`src/rtl/sb_tx_serializer.sv`:
```
// sb_tx_serializer: edge-triggered sideband frame serializer (start, MSB-first data, even parity, stop, gap) with one-entry pending slot
module sb_tx_serializer #(
  parameter int SB_MSG_WIDTH = 4,
  parameter int BIT_CYCLES = 2,
  parameter int GAP_CYCLES = 2
) (
  input  logic                    i_clk,
  input  logic                    i_rst,
  input  logic                    i_tx_msg_valid,
  input  logic [SB_MSG_WIDTH-1:0] i_TX_SbMessage,
  output logic                    o_sb_data,
  output logic                    o_busy,
  output logic                    o_falling_edge_busy,
  output logic                    o_overflow
);
  localparam int BW = SB_MSG_WIDTH > 1 ? $clog2(SB_MSG_WIDTH) : 1;
  typedef enum logic [2:0] {IDLE, START, DATA, PARITY, STOP, GAP} state_t;
  state_t state, state_n;
  logic prev_valid, req, pend_full, parity, cyc_done, last_bit;
  logic [SB_MSG_WIDTH-1:0] shreg, pend_msg, load_msg;
  logic [3:0] cyc;
  logic [BW-1:0] bitc;
  assign req = i_tx_msg_valid & ~prev_valid;
  assign cyc_done = cyc == 4'd0;
  assign last_bit = bitc == '0;
  assign load_msg = pend_full ? pend_msg : i_TX_SbMessage;
  always_comb begin
    state_n = state;
    o_busy = state != IDLE;
    o_sb_data = state == START || (state == DATA && shreg[SB_MSG_WIDTH-1]) || (state == PARITY && parity);
    case (state)
      IDLE:    state_n = req || pend_full ? START : IDLE;
      START:   state_n = cyc_done ? DATA : START;
      DATA:    state_n = cyc_done && last_bit ? PARITY : DATA;
      PARITY:  state_n = cyc_done ? STOP : PARITY;
      STOP:    state_n = cyc_done ? GAP : STOP;
      GAP:     state_n = cyc_done ? IDLE : GAP;
      default: state_n = IDLE;
    endcase
  end
  always_ff @(posedge i_clk) begin
    if (i_rst) begin
      state <= IDLE;
      prev_valid <= 1'b0;
      pend_full <= 1'b0;
      pend_msg <= '0;
      shreg <= '0;
      parity <= 1'b0;
      cyc <= 4'd0;
      bitc <= '0;
      o_falling_edge_busy <= 1'b0;
      o_overflow <= 1'b0;
    end else begin
      state <= state_n;
      prev_valid <= i_tx_msg_valid;
      o_falling_edge_busy <= state == GAP && state_n == IDLE;
      o_overflow <= 1'b0;
      if (state_n != state) begin
        cyc <= state_n == GAP ? 4'(GAP_CYCLES - 1) : state_n == IDLE ? 4'd0 : 4'(BIT_CYCLES - 1);
        bitc <= state_n == DATA ? BW'(SB_MSG_WIDTH - 1) : '0;
      end else if (state == DATA && cyc_done) begin
        cyc <= 4'(BIT_CYCLES - 1);
        bitc <= bitc - 1'b1;
      end else if (!cyc_done) begin
        cyc <= cyc - 4'd1;
      end
      if (state == IDLE && state_n == START) begin
        shreg <= load_msg;
        parity <= ^load_msg;
      end else if (state == DATA && cyc_done) begin
        shreg <= shreg << 1;
      end
      // a pending frame drains in IDLE; a request in that same cycle refills the slot
      if (state == IDLE && pend_full) pend_full <= 1'b0;
      if (req && (state != IDLE || pend_full)) begin
        if (pend_full && state != IDLE) begin
          o_overflow <= 1'b1;
        end else begin
          pend_msg <= i_TX_SbMessage;
          pend_full <= 1'b1;
        end
      end
    end
  end
endmodule

```
`config.mk`:
```
export PLATFORM = sky130hd
export DESIGN_NAME = sb_tx_serializer
export DESIGN_NICKNAME = d
export VERILOG_FILES = /design/src/rtl/sb_tx_serializer.sv
export SDC_FILE = /design/constraint.sdc
export NUM_CORES = 1
export LEC_CHECK = 0
export BUFFER_PORTS_ARGS = -buffer_cell sky130_fd_sc_hd__buf_2
export CAP_MARGIN = 0
export CORE_MARGIN = 4
export CORE_UTILIZATION = 45
export CTS_BUF_LIST = sky130_fd_sc_hd__clkbuf_4 sky130_fd_sc_hd__clkbuf_8
export CTS_CLUSTER_DIAMETER = 30
export DETAILED_ROUTE_END_ITERATION = 8
export PLACE_DENSITY_LB_ADDON = 0.15
export SLEW_MARGIN = 20
export SYNTH_ARGS = -nofsm -noshare
export SYNTH_HDL_FRONTEND = slang
export SYNTH_SLANG_ARGS = --single-unit
```
`constraint.sdc`:
```
create_clock -name i_clk -period 2 [get_ports i_clk]
set_input_delay 0.4 -clock i_clk [delete_from_list [all_inputs] [get_ports i_clk]]
set_output_delay 0.4 -clock i_clk [all_outputs]
set_load 0.005 [all_outputs]
```
==> results.cfg <==
[run_status]
status = finished, final reports clean

[finish]
final_nets = 152
final_cells = 170
final_layout_size_suffix_gt1_share_pct = 25.4
antennaDiodeCount = 0
final_area_mm2 = 0.00128
area_growth_pct = 16.5

[worst_setup_path]
cp_max_fo = 4
r2r-start = cyc[1]$_SDFFE_PP0P_
reg2reg_setup_slack_ns = 0.08
critPathRequiredTime_ns = 2.20
cp_slowest_cell = or3_4
crit_path_max_incr_delay_ns = 0.43
crit_chain = inv_2 > ha_4 > or3b_4 > or3_4 > mux2_4 > a21oi_2 > nor2_1
start_kind = flop
r2r-end = shreg[2]$_SDFFE_PP0P_
cp.arrival_ns = 2.12
worstSetupPathType = flop to flop
r2r_cells = 7
worst_setup_path_end_kind = flop

[synth]
syn_area_per_cell_um2 = 8.58
synth-seq-cells = 22
synth_nets = 137
yosysWarnings = 0
synth_cells = 128
synthDistinctLibCells = 34
async_flop_share_pct = 0
synth_flop_cell = dfxtp_1
netlist_area_mm2 = 0.00110
yosysSeqAreaShare_pct = 40.1
synth-edff-count = 0

[global_routing]
grt-ovfl-total = 0
grt_pass1_vias = 869
track_usage_pct = 14.1
antenna_found_initial = 0
grt_max_degree = 22
grt_pass1_wl_um = 3730

[worst_hold_path]
hold_start = i_tx_msg_valid
hold_depth = 2
min_to = prev_valid$_SDFF_PP0_
hp-class = input pin to flop

[detailed_routing]
finalWirelength_um = 2160
drcViolationCount = 0
met2_length_um = 1020
detail_route.wl_per_cell_um = 12.7
wl_met3_um = 109
top_layer = met4
vias_per_cell = 5.23
drt_iter0_drc = 6
antenna_left = 0
first_pass_iters = 4
m1WireLength_um = 1020
num_vias = 889

[cts]
cts_buffers = 3
clock_latency_ns = 0.31
cts-root-buf = clkbuf_4
cts_hold_buf = 0
cts.sinks = 22
cts_tree = built
ctsHtreeMaxLevel = 1
clk_pin_slew_ns = 0.12
cts_buffer_depth = 2

[power]
power_leakage_uw = 0.000503
vdd_drop_max_v = 0.00125
power_uw = 1990
p_per_area_mw_per_mm2 = 1560

[die]
start_util_pct = 48.3
row_count = 17
io_pins = 11
core-area_mm2 = 0.00228
dieArea_mm2 = 0.00330
die_h_um = 57.4
die_w_um = 57.4

[timing]
setup_tns_ns = 0
max_freq_mhz = 521
setup_viol = 0
fin_skew_ns = 0.00252
hold_viol = 0
finalCriticalPeriod_ns = 1.92
final_max_slew_viol_count = 0
tightest_slew_ns = 0.501
grt_setup_unrepaired = false
relSlewSlack_pct = 66.5
timing.final.crit_share_pct = 96.0

[place]
port_buffers = 10
dpl.hpwl_um = 1530
placed_area_mm2 = 0.00120
gp_congestion = 0.758
dp.cells = 164

[flow_run]
max-cap-violations = 0
-- Yosys cell counts (2+ instances only) --
cell type	instances	area [µm²]
dfxtp_1	22	440
nor2_1	20	75.1
a21oi_1	9	45.0
mux2i_1	9	90.1
xnor2_1	8	70.1
clkbuf_1	7	26.3
inv_1	6	22.5
nand2_1	5	18.8
nor3_1	4	20.0
o21ai_0	4	20.0
a31oi_1	3	18.8
nand3b_1	3	22.5
a21o_1	2	15.0
and2_1	2	12.5
ha_1	2	25.0
mux2_4	2	30.0
nor2b_1	2	12.5
nor4_1	2	12.5
-- cell type report --
class	instances	area [µm²]
Multi-Input combinational cell	91	626
Timing Repair Buffer	19	118
Fill cell	203	996
Tap cell	28	35.0
Sequential cell	22	443
Clock buffer	4	36.3
Inverter	6	22.5
-- placed cells by master, fill, tap and decap left out, drive strengths merged --
cell	instances
or3b	1
mux2i	9
nand2b	1
nor3b	1
nor2	20
and4b	1
inv	6
nand3	1
and3	1
dfxtp	22
nor2b	2
o31ai	1
clkbuf	4
nand2	5
nor3	5
nand3b	3
xor2	1
o211ai	1
mux2	2
and2	2
a21oi	9
a211o	1
o21a	1
ha	2
a31oi	3
xnor2	8
or3	1
nor4	2
o21ai	5
a21o	2
buf	19
-- worst max path at each step --
stage                                  to  slack, ns                 from  cells after the start
global placement    shreg[1]$_SDFFE_PP0P_       0.06  cyc[0]$_SDFFE_PP0P_                      7
finish              shreg[2]$_SDFFE_PP0P_       0.08  cyc[1]$_SDFFE_PP0P_                      7
floorplan           shreg[1]$_SDFFE_PP0P_       0.03  cyc[0]$_SDFFE_PP0P_                      8
global route        shreg[2]$_SDFFE_PP0P_      0.006  cyc[1]$_SDFFE_PP0P_                      7
CTS                 shreg[1]$_SDFFE_PP0P_      0.007  cyc[0]$_SDFFE_PP0P_                      7
detailed placement  shreg[1]$_SDFFE_PP0P_       0.03  cyc[0]$_SDFFE_PP0P_                      7
-- stage by stage --
step                worst slack, ns  utilization, %  hold slack (ns)
finish                       0.0803            56.2            0.340
global route                0.00626            56.2            0.342
CTS                         0.00695            54.4            0.335
detailed placement           0.0287            52.8            0.462
global placement             0.0569            52.8            0.457
floorplan                    0.0340               -            0.448
-- report_power, final --
| group | switching [µW] | internal (µW) |
|---|---|---|
| registers | 108 | 568 |
| clock network | 133 | 111 |
| logic | 533 | 542 |
| total | 773 | 1220 |
-- cell families after synthesis --
kind of cell | synth area share, %
flip-flops | 40.1
AND/OR/NAND/NOR | 22.0
XOR/XNOR | 7.18
buffers and inverters | 5.24
AO/OA/AOI/OAI | 12.3
adder cells (fa/ha/maj) | 2.28
multiplexers | 10.9
-- flip-flops by register name (all words and copies together), names as in the netlist --
name,flops
bitc,2
cyc,4
o_falling_edge_busy,1
o_overflow,1
parity,1
pend_full,1
pend_msg,4
prev_valid,1
shreg,4
state,3
-- what timing repair did --
item                                    4_1_cts  5_1_grt
endpoints found under the setup margin        0        4
buffers inserted                              0        2
gates resized for setup                       0        9
-- per-layer routing --
layer | vias to the layer above | track usage [%]
li1 | 463 | -
met1 | 407 | 17.8
met2 | 17 | 22.7
met3 | 2 | 5.66
met4 | 0 | 2.65
met5 | - | 0
-- critical path: cells and delay by family, from the launching register on --
family,cells,cell delay [ns]
DFF,1,0.34
AOI/OAI and AO/OA,1,0.11
buffers and inverters,1,0.06
and+or+nand+nor,3,0.85
muxes,1,0.31
adders and majority gates,1,0.13
No activity file was read; power rests on OpenSTA's default activity.
